`src/rtl/mdu_sequencer_if.sv`:
```
// Issue/result bundle between the execute stage and the multiply/divide sequencer.
// The execute stage drives the master side; the sequencer sits on the slave side.
interface mdu_sequencer_if #(
   parameter int DW = 32
);
   logic          op_valid;
   logic          op_ready;
   logic [1:0]    op_code;
   logic [DW-1:0] src_a;
   logic [DW-1:0] src_b;
   logic          cancel;
   logic          hi_we;
   logic          lo_we;
   logic [DW-1:0] wdata;
   logic          busy;
   logic          done;
   logic [DW-1:0] hi;
   logic [DW-1:0] lo;

   modport master (
      output op_valid, op_code, src_a, src_b, cancel, hi_we, lo_we, wdata,
      input  op_ready, busy, done, hi, lo
   );

   modport slave (
      input  op_valid, op_code, src_a, src_b, cancel, hi_we, lo_we, wdata,
      output op_ready, busy, done, hi, lo
   );
endinterface

```
`src/rtl/mdu_sequencer.sv`:
```
// Iterative MULT/MULTU/DIV/DIVU unit owning HI/LO: one bit per cycle over DW iterations,
// with sign magnitude pre-processing and a single negate fixup cycle.
module mdu_sequencer #(
   parameter int DW = 32
) (
   input  logic           clk,
   input  logic           resetn,
   mdu_sequencer_if.slave bus
);
   localparam int CW = $clog2(DW);

   typedef enum logic [2:0] {S_IDLE, S_PREP, S_ITER, S_FIX, S_DONE} state_t;

   state_t          r_state;
   logic [1:0]      r_op;
   logic [DW-1:0]   r_a;
   logic [DW-1:0]   r_b;
   logic            r_neg_q;
   logic            r_neg_r;
   logic [CW-1:0]   r_cnt;
   logic [2*DW-1:0] r_prod;
   logic [DW-1:0]   r_hi;
   logic [DW-1:0]   r_lo;
   logic            r_done;

   logic            w_is_div;
   logic            w_use_sign;
   logic [DW-1:0]   w_mag_a;
   logic [DW-1:0]   w_mag_b;
   logic [DW:0]     w_mul_sum;
   logic [DW:0]     w_div_shift;
   logic            w_no_borrow;
   logic [DW-1:0]   w_div_diff;
   logic [2*DW-1:0] w_iter_next;
   logic [2*DW-1:0] w_prod_fix;
   logic [DW-1:0]   w_quo_fix;
   logic [DW-1:0]   w_rem_fix;

   assign w_is_div = r_op[1];

   // A zero divisor skips magnitude/sign handling so the raw dividend lands in HI untouched.
   assign w_use_sign = ~r_op[0] & ~(w_is_div & (r_b == '0));
   assign w_mag_a    = (w_use_sign & r_a[DW-1]) ? -r_a : r_a;
   assign w_mag_b    = (w_use_sign & r_b[DW-1]) ? -r_b : r_b;

   assign w_mul_sum   = {1'b0, r_prod[2*DW-1:DW]} + (r_prod[0] ? {1'b0, r_a} : {(DW+1){1'b0}});
   assign w_div_shift = r_prod[2*DW-1:DW-1];
   assign w_no_borrow = (w_div_shift >= {1'b0, r_b});
   assign w_div_diff  = w_div_shift[DW-1:0] - r_b;

   // Divide keeps remainder in the upper half and dividend/quotient in the lower half.
   assign w_iter_next = w_is_div
      ? {(w_no_borrow ? w_div_diff : w_div_shift[DW-1:0]), r_prod[DW-2:0], w_no_borrow}
      : {w_mul_sum, r_prod[DW-1:1]};

   assign w_prod_fix = r_neg_q ? -r_prod : r_prod;
   assign w_quo_fix  = r_neg_q ? -r_prod[DW-1:0] : r_prod[DW-1:0];
   assign w_rem_fix  = r_neg_r ? -r_prod[2*DW-1:DW] : r_prod[2*DW-1:DW];

   always_ff @(posedge clk or negedge resetn) begin
      if (!resetn) begin
         r_state <= S_IDLE;
         r_op    <= '0;
         r_a     <= '0;
         r_b     <= '0;
         r_neg_q <= 1'b0;
         r_neg_r <= 1'b0;
         r_cnt   <= '0;
         r_prod  <= '0;
         r_hi    <= '0;
         r_lo    <= '0;
         r_done  <= 1'b0;
      end else begin
         r_done <= 1'b0;
         case (r_state)
            S_IDLE: begin
               if (bus.hi_we) r_hi <= bus.wdata;
               if (bus.lo_we) r_lo <= bus.wdata;
               if (bus.op_valid && !bus.cancel) begin
                  r_op    <= bus.op_code;
                  r_a     <= bus.src_a;
                  r_b     <= bus.src_b;
                  r_state <= S_PREP;
               end
            end
            S_PREP: begin
               if (bus.cancel) begin
                  r_state <= S_IDLE;
               end else begin
                  r_a     <= w_mag_a;
                  r_b     <= w_mag_b;
                  r_neg_q <= w_use_sign & (r_a[DW-1] ^ r_b[DW-1]);
                  r_neg_r <= w_use_sign & r_a[DW-1] & w_is_div;
                  r_prod  <= w_is_div ? {{DW{1'b0}}, w_mag_a} : {{DW{1'b0}}, w_mag_b};
                  r_cnt   <= '0;
                  r_state <= S_ITER;
               end
            end
            S_ITER: begin
               if (bus.cancel) begin
                  r_state <= S_IDLE;
               end else begin
                  r_prod <= w_iter_next;
                  r_cnt  <= r_cnt + CW'(1);
                  if (r_cnt == CW'(DW-1)) r_state <= S_FIX;
               end
            end
            S_FIX: begin
               if (bus.cancel) begin
                  r_state <= S_IDLE;
               end else begin
                  if (w_is_div) begin
                     r_hi <= w_rem_fix;
                     r_lo <= w_quo_fix;
                  end else begin
                     r_hi <= w_prod_fix[2*DW-1:DW];
                     r_lo <= w_prod_fix[DW-1:0];
                  end
                  r_done  <= 1'b1;
                  r_state <= S_DONE;
               end
            end
            S_DONE:  r_state <= S_IDLE;
            default: r_state <= S_IDLE;
         endcase
      end
   end

   assign bus.op_ready = (r_state == S_IDLE);
   assign bus.busy     = (r_state != S_IDLE);
   assign bus.done     = r_done;
   assign bus.hi       = r_hi;
   assign bus.lo       = r_lo;
endmodule
```
`src/flat_wrapper.sv`:
```
// flat-port wrapper written by rule: the top's interface ports become plain ports
module mdu_sequencer_flat 
#(
   parameter int DW = 32
)
  (clk, resetn, bus_op_valid, bus_op_code, bus_src_a, bus_src_b, bus_cancel, bus_hi_we, bus_lo_we, bus_wdata, bus_op_ready, bus_busy, bus_done, bus_hi, bus_lo);
  mdu_sequencer_if #(.DW(DW)) bus_i ();
  input  logic clk;
  input  logic resetn;
  input wire logic [$bits(bus_i.op_valid)-1:0] bus_op_valid;
  input wire logic [$bits(bus_i.op_code)-1:0] bus_op_code;
  input wire logic [$bits(bus_i.src_a)-1:0] bus_src_a;
  input wire logic [$bits(bus_i.src_b)-1:0] bus_src_b;
  input wire logic [$bits(bus_i.cancel)-1:0] bus_cancel;
  input wire logic [$bits(bus_i.hi_we)-1:0] bus_hi_we;
  input wire logic [$bits(bus_i.lo_we)-1:0] bus_lo_we;
  input wire logic [$bits(bus_i.wdata)-1:0] bus_wdata;
  output wire logic [$bits(bus_i.op_ready)-1:0] bus_op_ready;
  output wire logic [$bits(bus_i.busy)-1:0] bus_busy;
  output wire logic [$bits(bus_i.done)-1:0] bus_done;
  output wire logic [$bits(bus_i.hi)-1:0] bus_hi;
  output wire logic [$bits(bus_i.lo)-1:0] bus_lo;
  assign bus_i.op_valid = bus_op_valid;
  assign bus_i.op_code = bus_op_code;
  assign bus_i.src_a = bus_src_a;
  assign bus_i.src_b = bus_src_b;
  assign bus_i.cancel = bus_cancel;
  assign bus_i.hi_we = bus_hi_we;
  assign bus_i.lo_we = bus_lo_we;
  assign bus_i.wdata = bus_wdata;
  assign bus_op_ready = bus_i.op_ready;
  assign bus_busy = bus_i.busy;
  assign bus_done = bus_i.done;
  assign bus_hi = bus_i.hi;
  assign bus_lo = bus_i.lo;
  mdu_sequencer #(.DW(DW)) u_core (.clk(clk), .resetn(resetn), .bus(bus_i));
endmodule
```
`config.mk`:
```
export PLATFORM = sky130hd
export DESIGN_NAME = mdu_sequencer_flat
export DESIGN_NICKNAME = d
export VERILOG_FILES = /design/src/rtl/mdu_sequencer_if.sv /design/src/rtl/mdu_sequencer.sv /design/src/flat_wrapper.sv
export SDC_FILE = /design/constraint.sdc
export NUM_CORES = 1
export LEC_CHECK = 0
export ABC_AREA = 1
export BUFFER_PORTS_ARGS = -buffer_cell sky130_fd_sc_hd__buf_2
export CORE_UTILIZATION = 30
export CTS_CLUSTER_DIAMETER = 120
export DETAILED_ROUTE_END_ITERATION = 10
export GPL_TIMING_DRIVEN = 0
export REMOVE_ABC_BUFFERS = 1
export SLEW_MARGIN = 30
export SYNTH_ARGS = -nofsm -noshare
export SYNTH_HDL_FRONTEND = slang
export SYNTH_SLANG_ARGS = --single-unit
```
`constraint.sdc`:
```
create_clock -name clk -period 6.62 [get_ports clk]
set_input_delay 0.331 -clock clk [delete_from_list [all_inputs] [get_ports clk]]
set_output_delay 0.331 -clock clk [all_outputs]
set_load 0.05 [all_outputs]
```
==> results of run 1 <==
[worst max-delay path: cells and delay by family, from the launching register on]
| family | cells | cell delay (ns) |
|---|---|---|
| compound gates | 1 | 0.25 |
| buf+inv | 4 | 1.43 |
| simple gates | 8 | 1.30 |
| flops | 1 | 0.61 |
[layout make-up]
type,count,area (sq um)
fillers,7376,43130
multi-input cells,2563,12730
flip-flops and latches,205,5139
inverters,402,1523
repair buffers,195,1308
well taps,864,1081
clock buffers,38,745.7
clock inverters,9,91.34
[sequential cells by signal, summed over array words and instances, names as in the netlist]
register,count
u_core.r_cnt,5
u_core.r_a,32
u_core.r_neg_q,1
u_core.r_op,2
u_core.r_neg_r,1
u_core.bus.lo,32
u_core.r_prod,64
u_core.r_state,3
u_core.r_b,32
u_core.bus.done,1
u_core.bus.hi,32
[worst min-delay path by stage]
| stage | from | to | slack, ns | cells after the start |
|---|---|---|---|---|
| final | bus_src_a[9] | u_core.r_a[9] | 0.01 | 3 |
| after global routing | bus_src_a[9] | u_core.r_a[9] | 0.02 | 3 |
| after CTS | bus_src_a[9] | u_core.r_a[9] | 0.0003 | 3 |
| after detailed placement | resetn | u_core.bus.hi[21] | 0.32 | 1 |
| after global placement | u_core.bus.lo[2] | u_core.bus.lo[2] | 0.47 | 2 |
| after floorplan | resetn | u_core.bus.done | 0.04 | 0 |
[synth_stat cells, types with 21 or more instances]
library cell | instances | area share
a21oi_1 | 184 | 0.046
a2bb2oi_1 | 34 | 0.015
a31oi_1 | 33 | 0.010
buf_2 | 32 | 0.0080
clkbuf_1 | 66 | 0.012
dfrtp_1 | 205 | 0.26
ha_1 | 70 | 0.044
inv_1 | 377 | 0.071
inv_2 | 22 | 0.0041
nand2_1 | 944 | 0.18
nand3_1 | 434 | 0.11
nand4_1 | 52 | 0.016
nor2_1 | 361 | 0.068
o211ai_1 | 45 | 0.017
o21ai_0 | 100 | 0.025
o21ai_1 | 75 | 0.019
o22ai_1 | 23 | 0.0072
or2_2 | 21 | 0.0066
xor2_1 | 41 | 0.018
[cell usage in the layout (no fill, tap or decap), types with 7 or more instances in the layout]
cell,synthesis,routed
xor2_1,41,41
clkbuf_1,66,7
buf_6,7,9
nand3b_1,7,7
nand4_1,52,52
nor3_1,20,20
or2_1,13,13
or2_2,21,21
a21boi_1,17,17
nand2_1,944,942
buf_16,0,8
nand3_1,434,434
a2bb2oi_1,34,34
o211ai_1,45,45
o21bai_1,13,13
o21ai_1,75,74
a31oi_1,33,33
nand2_2,7,8
clkbuf_16,0,26
nor2_1,361,359
xnor2_1,10,10
inv_1,377,376
dfrtp_1,205,202
ha_1,70,70
a21oi_1,184,184
buf_2,32,169
inv_2,22,22
o21ai_0,100,100
nor2_2,17,16
o22ai_1,23,23
[through the flow]
stage	util	cell area [sq um]	cells	power (mW)
after global placement	0.3233	21260	4204	11.89
final	0.3441	22620	4276	13.67
after CTS	0.3440	22620	4276	13.51
after detailed placement	0.3309	21750	4226	12.04
after floorplan	-	19320	3170	8.759
after global routing	0.3441	22620	4276	14.70
[report_power, final]
part           total, mW  switching, mW  internal [mW]
registers           2.71          0.866           1.84
clock network       1.43          0.606          0.820
logic               9.53           6.74           2.79
[layer usage]
metal | global-route usage | routed length, um | vias to the layer above
li1 | - | - | 11050
met2 | 0.3993 | 38470 | 927
met3 | 0.03060 | 6542 | 125
met4 | 0.06242 | 2367 | 0
met1 | 0.3578 | 38800 | 10780
met5 | 0 | 0 | -
[cell families after synthesis]
| logic type | count (synthesis) | synth area share |
|---|---|---|
| AO/OA/AOI/OAI | 547 | 0.1608 |
| XOR/XNOR | 51 | 0.02243 |
| adder cells (fa/ha/maj) | 72 | 0.04599 |
| buffers and inverters | 527 | 0.1058 |
| flip-flops | 205 | 0.2576 |
| AND/OR/NAND/NOR | 1893 | 0.4074 |
[what timing repair did]
item / CTS / global route
hold buffers: 3 / 0
gates resized for setup: 0 / 0
setup buffers: 0 / 0
hold endpoints to repair: 67 / 0
==> flow_summary.yaml, run 1 <==
cells_and_area:
  area_growth_pct: 13.58
  drive_gt1_frac: 0.09760
  num_antenna_cells: 0
  nets: 3569
placed_design:
  place_ws_ns: 2.862
  gp_congestion: 0.9849
  hpwl_um: 68740
  io_buffer_count: 170
yosys:
  ys_warn_count: 0
  seq_area_frac_synth: 0.2576
  postSynthAreaPerCell_sq_um: 6.044
  ys_types: 55
  synth_area_sq_um: 19920
  ys_ff_latch: 205
  synthCells: 3295
  yosys_most_used_dff: "dfrtp_1"
  synth_edf_count: 0
  async_flop_share: 1.000
drt:
  drc: 0
  routed_wl_um: 86170
  final_antenna_net_count: 0
  wl_per_cell_um: 20.15
  drt_iter0_markers: 2292
  avgViaCountPerCell: 5.352
  num_vias: 22890
  drt-pass1-iter-count: 7
worst_setup_path:
  crit_chain: "buf_12, buf_12, inv_8, nor3_1, nand2_1, nor2_1, nand2_1, nand3_4, inv_4, nand2_1, nand3_1, nand3_1, a21oi_1"
  crit_end: "u_core.r_prod[21]"
  crit_fanout: 99
  required_ns: 7.12
  crit_path_max_incr_delay_ns: 0.61
  startpoint: "u_core.r_op[1]"
  cpMaxStageDelayCell: "dfrtp_4"
  startpoint_type: "flop"
  crit_top_cell: "nand2_1"
  cp_data_arrival_time_ns: 4.32
  rr_endpoint: "u_core.r_prod[21]"
  cp-end-kind: "flop"
  reg2regPathDepth: 13
  reg2reg_from: "u_core.r_op[1]"
  crit_type: "flop to flop"
  r2r_setup_slack_ns: 2.80
cts:
  clk_pin_slew_ns: 0.06
  numCtsBuffers: 26
  cts_tree: "yes"
  cts_buffer_depth: 3
  htreeDepth: 1
  clockRootBuffer: "clkbuf_16"
  cts.sinks: 205
  clock_latency_ns: 0.58
floorplan:
  initial_core_util: 0.3029
  design.core.area_sq_um: 65750
  rows: 94
  io-pin-count: 171
  dieArea_sq_um: 67420
  die_w_um: 259.7
  die_h_um: 259.7
status:
  status: "finished clean"
timing:
  setup_viol_count_final: 0
  worst_slack_ns: 2.799
  relSlewSlack: 0.3919
  tns_ns: 0
  rsz0062_at_grt: "no"
  period_minus_slack_ns: 3.821
  whs_ns: 0.01236
  skew_ns: 0.01714
  finalCritPeriodShare: 0.5772
  maxSlewViolCount: 0
  hold_viol_final: 0
  tightest_slew_ns: 0.9087
  timing.fmax_mhz: 261.7
run:
  maxCapViolCount: 0
grt:
  grt_pass1_vias: 20840
  grt_max_degree: 100
  gr-usage-all-layers: 0.2511
  gr-total-overflow: 0
  antenna_found_initial: 0
  grt_pass1_wl_um: 129700
pwr:
  p_per_area_nw_per_um2: 604.1
  vdd_drop_max_v: 0.0002230
  leakage_nw: 11.09
min_path:
  worstHoldPathType: "input port to flop"
No activity file was read; power rests on OpenSTA's default activity.
==> run 2, diff against run 1 <==
- clock period: 6.62 -> 3.1 ns (I/O delays scaled with it)
==> run 2 against run 1 <==
  * Highest routed layer unchanged
  * Sequential cell count unchanged
  * Maximum frequency up 25%
  * Critical path depth unchanged
  * Worst hold slack better by 0.012 ns
==> flow_summary.yaml, run 2 (synthesis gave the netlist of run 1 again) <==
worst_setup_path:
  startpoint_type: "flop"
  crit_type: "flop to flop"
  cp-end-kind: "flop"
  crit_fanout: 50
  required_ns: 3.60
  cp_data_arrival_time_ns: 3.55
grt:
  gr-total-overflow: 0
  grt_pass1_wl_um: 132200
  grt_pass1_vias: 21430
  antenna_found_initial: 0
  grt_max_degree: 78
  gr-usage-all-layers: 0.2561
timing:
  finalCritPeriodShare: 0.9868
  hold_viol_final: 0
  skew_ns: 0.01359
  timing.fmax_mhz: 326.9
  maxSlewViolCount: 0
  rsz0062_at_grt: "no"
  whs_ns: 0.02441
  worst_slack_ns: 0.04096
  tightest_slew_ns: 0.9550
  relSlewSlack: 0.3609
  setup_viol_count_final: 0
  period_minus_slack_ns: 3.059
drt:
  drc: 0
  wl_met3_um: 6202
  wl_met1_um: 40010
  wl_met2_um: 39630
  drt-pass1-iter-count: 6
  drt_iter0_markers: 2401
  num_vias: 23480
  wl_per_cell_um: 20.20
  final_antenna_net_count: 0
  avgViaCountPerCell: 5.355
  highest_layer: "met4"
  routed_wl_um: 88570
cells_and_area:
  area_growth_pct: 19.29
  layout_commonest_cell: "nand2_1"
  fin_cells: 4384
  largest_reg_flops: 64
  num_antenna_cells: 0
  drive_gt1_frac: 0.1006
  final_cell_mix: "941 x nand2_1, 434 x nand3_1, 376 x inv_1"
  finish.utilization: 0.3614
  nets: 3677
  regMostFlops: "u_core.r_prod"
pwr:
  leakage_nw: 11.55
  power_mw: 29.65
  vdd_drop_max_v: 0.0004760
  p_per_area_nw_per_um2: 1248
cts:
  clock_latency_ns: 0.57
  htreeDepth: 1
  clockRootBuffer: "clkbuf_16"
  cts_tree: "yes"
  numCtsBuffers: 26
  cts.sinks: 205
  cts_buffer_depth: 3
  clk_pin_slew_ns: 0.06
run:
  maxCapViolCount: 0
status:
  status: "finished clean"
placed_design:
  gp_congestion: 0.9849
  io_buffer_count: 170
  hpwl_um: 68740
  placed_cells: 4226
  place_ws_ns: -0.6582
floorplan:
  die_h_um: 259.7
  design.core.area_sq_um: 65750
  initial_core_util: 0.3029
  dieArea_sq_um: 67420
  io-pin-count: 171
  rows: 94
  die_w_um: 259.7
min_path:
  worstHoldPathType: "input port to flop"
[run 2: cell count changes in the layout (fill, tap and decap cells not counted), sizes merged]
cell,change
buf,+7
dlygate4sd3,+98
inv,+1
nand2,+1
nand3,+1
[run 2: layer usage]
layer	vias to the layer above	global-route usage
met5	-	0
met4	0	0.07141
met3	133	0.02865
met2	942	0.4098
met1	11120	0.3616
li1	11280	-
[run 2: power breakdown]
part           internal, mW  total, mW  switching [mW]
Clock                  1.75       3.06            1.31
Sequential             3.94       5.77            1.83
Combinational          6.12       20.8            14.7
Total                  11.8       29.6            17.8
[run 2: critical path, stage by stage (launching register included)]
cell and delay [ns]:
dfrtp_4 0.54, buf_12 0.25, buf_16 0.25, inv_16 0.14
nor3_1 0.22, nand2_1 0.08, nor2_1 0.11, nand2_2 0.17
nand3_4 0.27, buf_4 0.18, nand2_1 0.06, nand3_1 0.09
nand3_1 0.29, a21oi_1 0.26
[run 2: path summary, 6_finish.rpt]
path | start | end | slack, ns | cells past startpoint
worst max-delay path | u_core.r_op[1] | u_core.r_prod[8] | 0.04 | 13
worst min-delay path | bus_wdata[2] | u_core.bus.hi[2] | 0.02 | 5
worst max register to register | u_core.r_op[1] | u_core.r_prod[8] | 0.04 | 13
worst min register to register | u_core.bus.lo[2] | u_core.bus.lo[2] | 0.48 | 2
max in group asynchronous | resetn | u_core.r_prod[41] | 1.78 | 4
min in group asynchronous | resetn | u_core.bus.hi[21] | 0.12 | 2
[run 2: layout make-up]
class / count / area [sq um]
Clock buffer: 38 / 745.7
Clock inverter: 9 / 91.34
Fill cell: 7259 / 41990
Inverter: 402 / 1546
Multi-Input combinational cell: 2565 / 12770
Sequential cell: 205 / 5151
Tap cell: 864 / 1081
Timing Repair Buffer: 300 / 2360
Timing Repair inverter: 1 / 8.758
[run 2: timing repair]
item,4_1_cts,5_1_grt
endpoints found under the hold margin,197,0
resized for setup,13,10
cloned,2,1
setup endpoints to repair,81,72
setup buffers,5,2
pin swaps,1,1
hold buffers,101,0
[run 2: per-stage QoR]
stage          instance area, sq um  TNS (ns)
6_report                      23760         0
3_5_place_dp                  21750    -28.92
3_3_place_gp                  21260  -1621.31
5_1_grt                       23760         0
4_1_cts                       23700         0
2_1_floorplan                 19320   -452.40
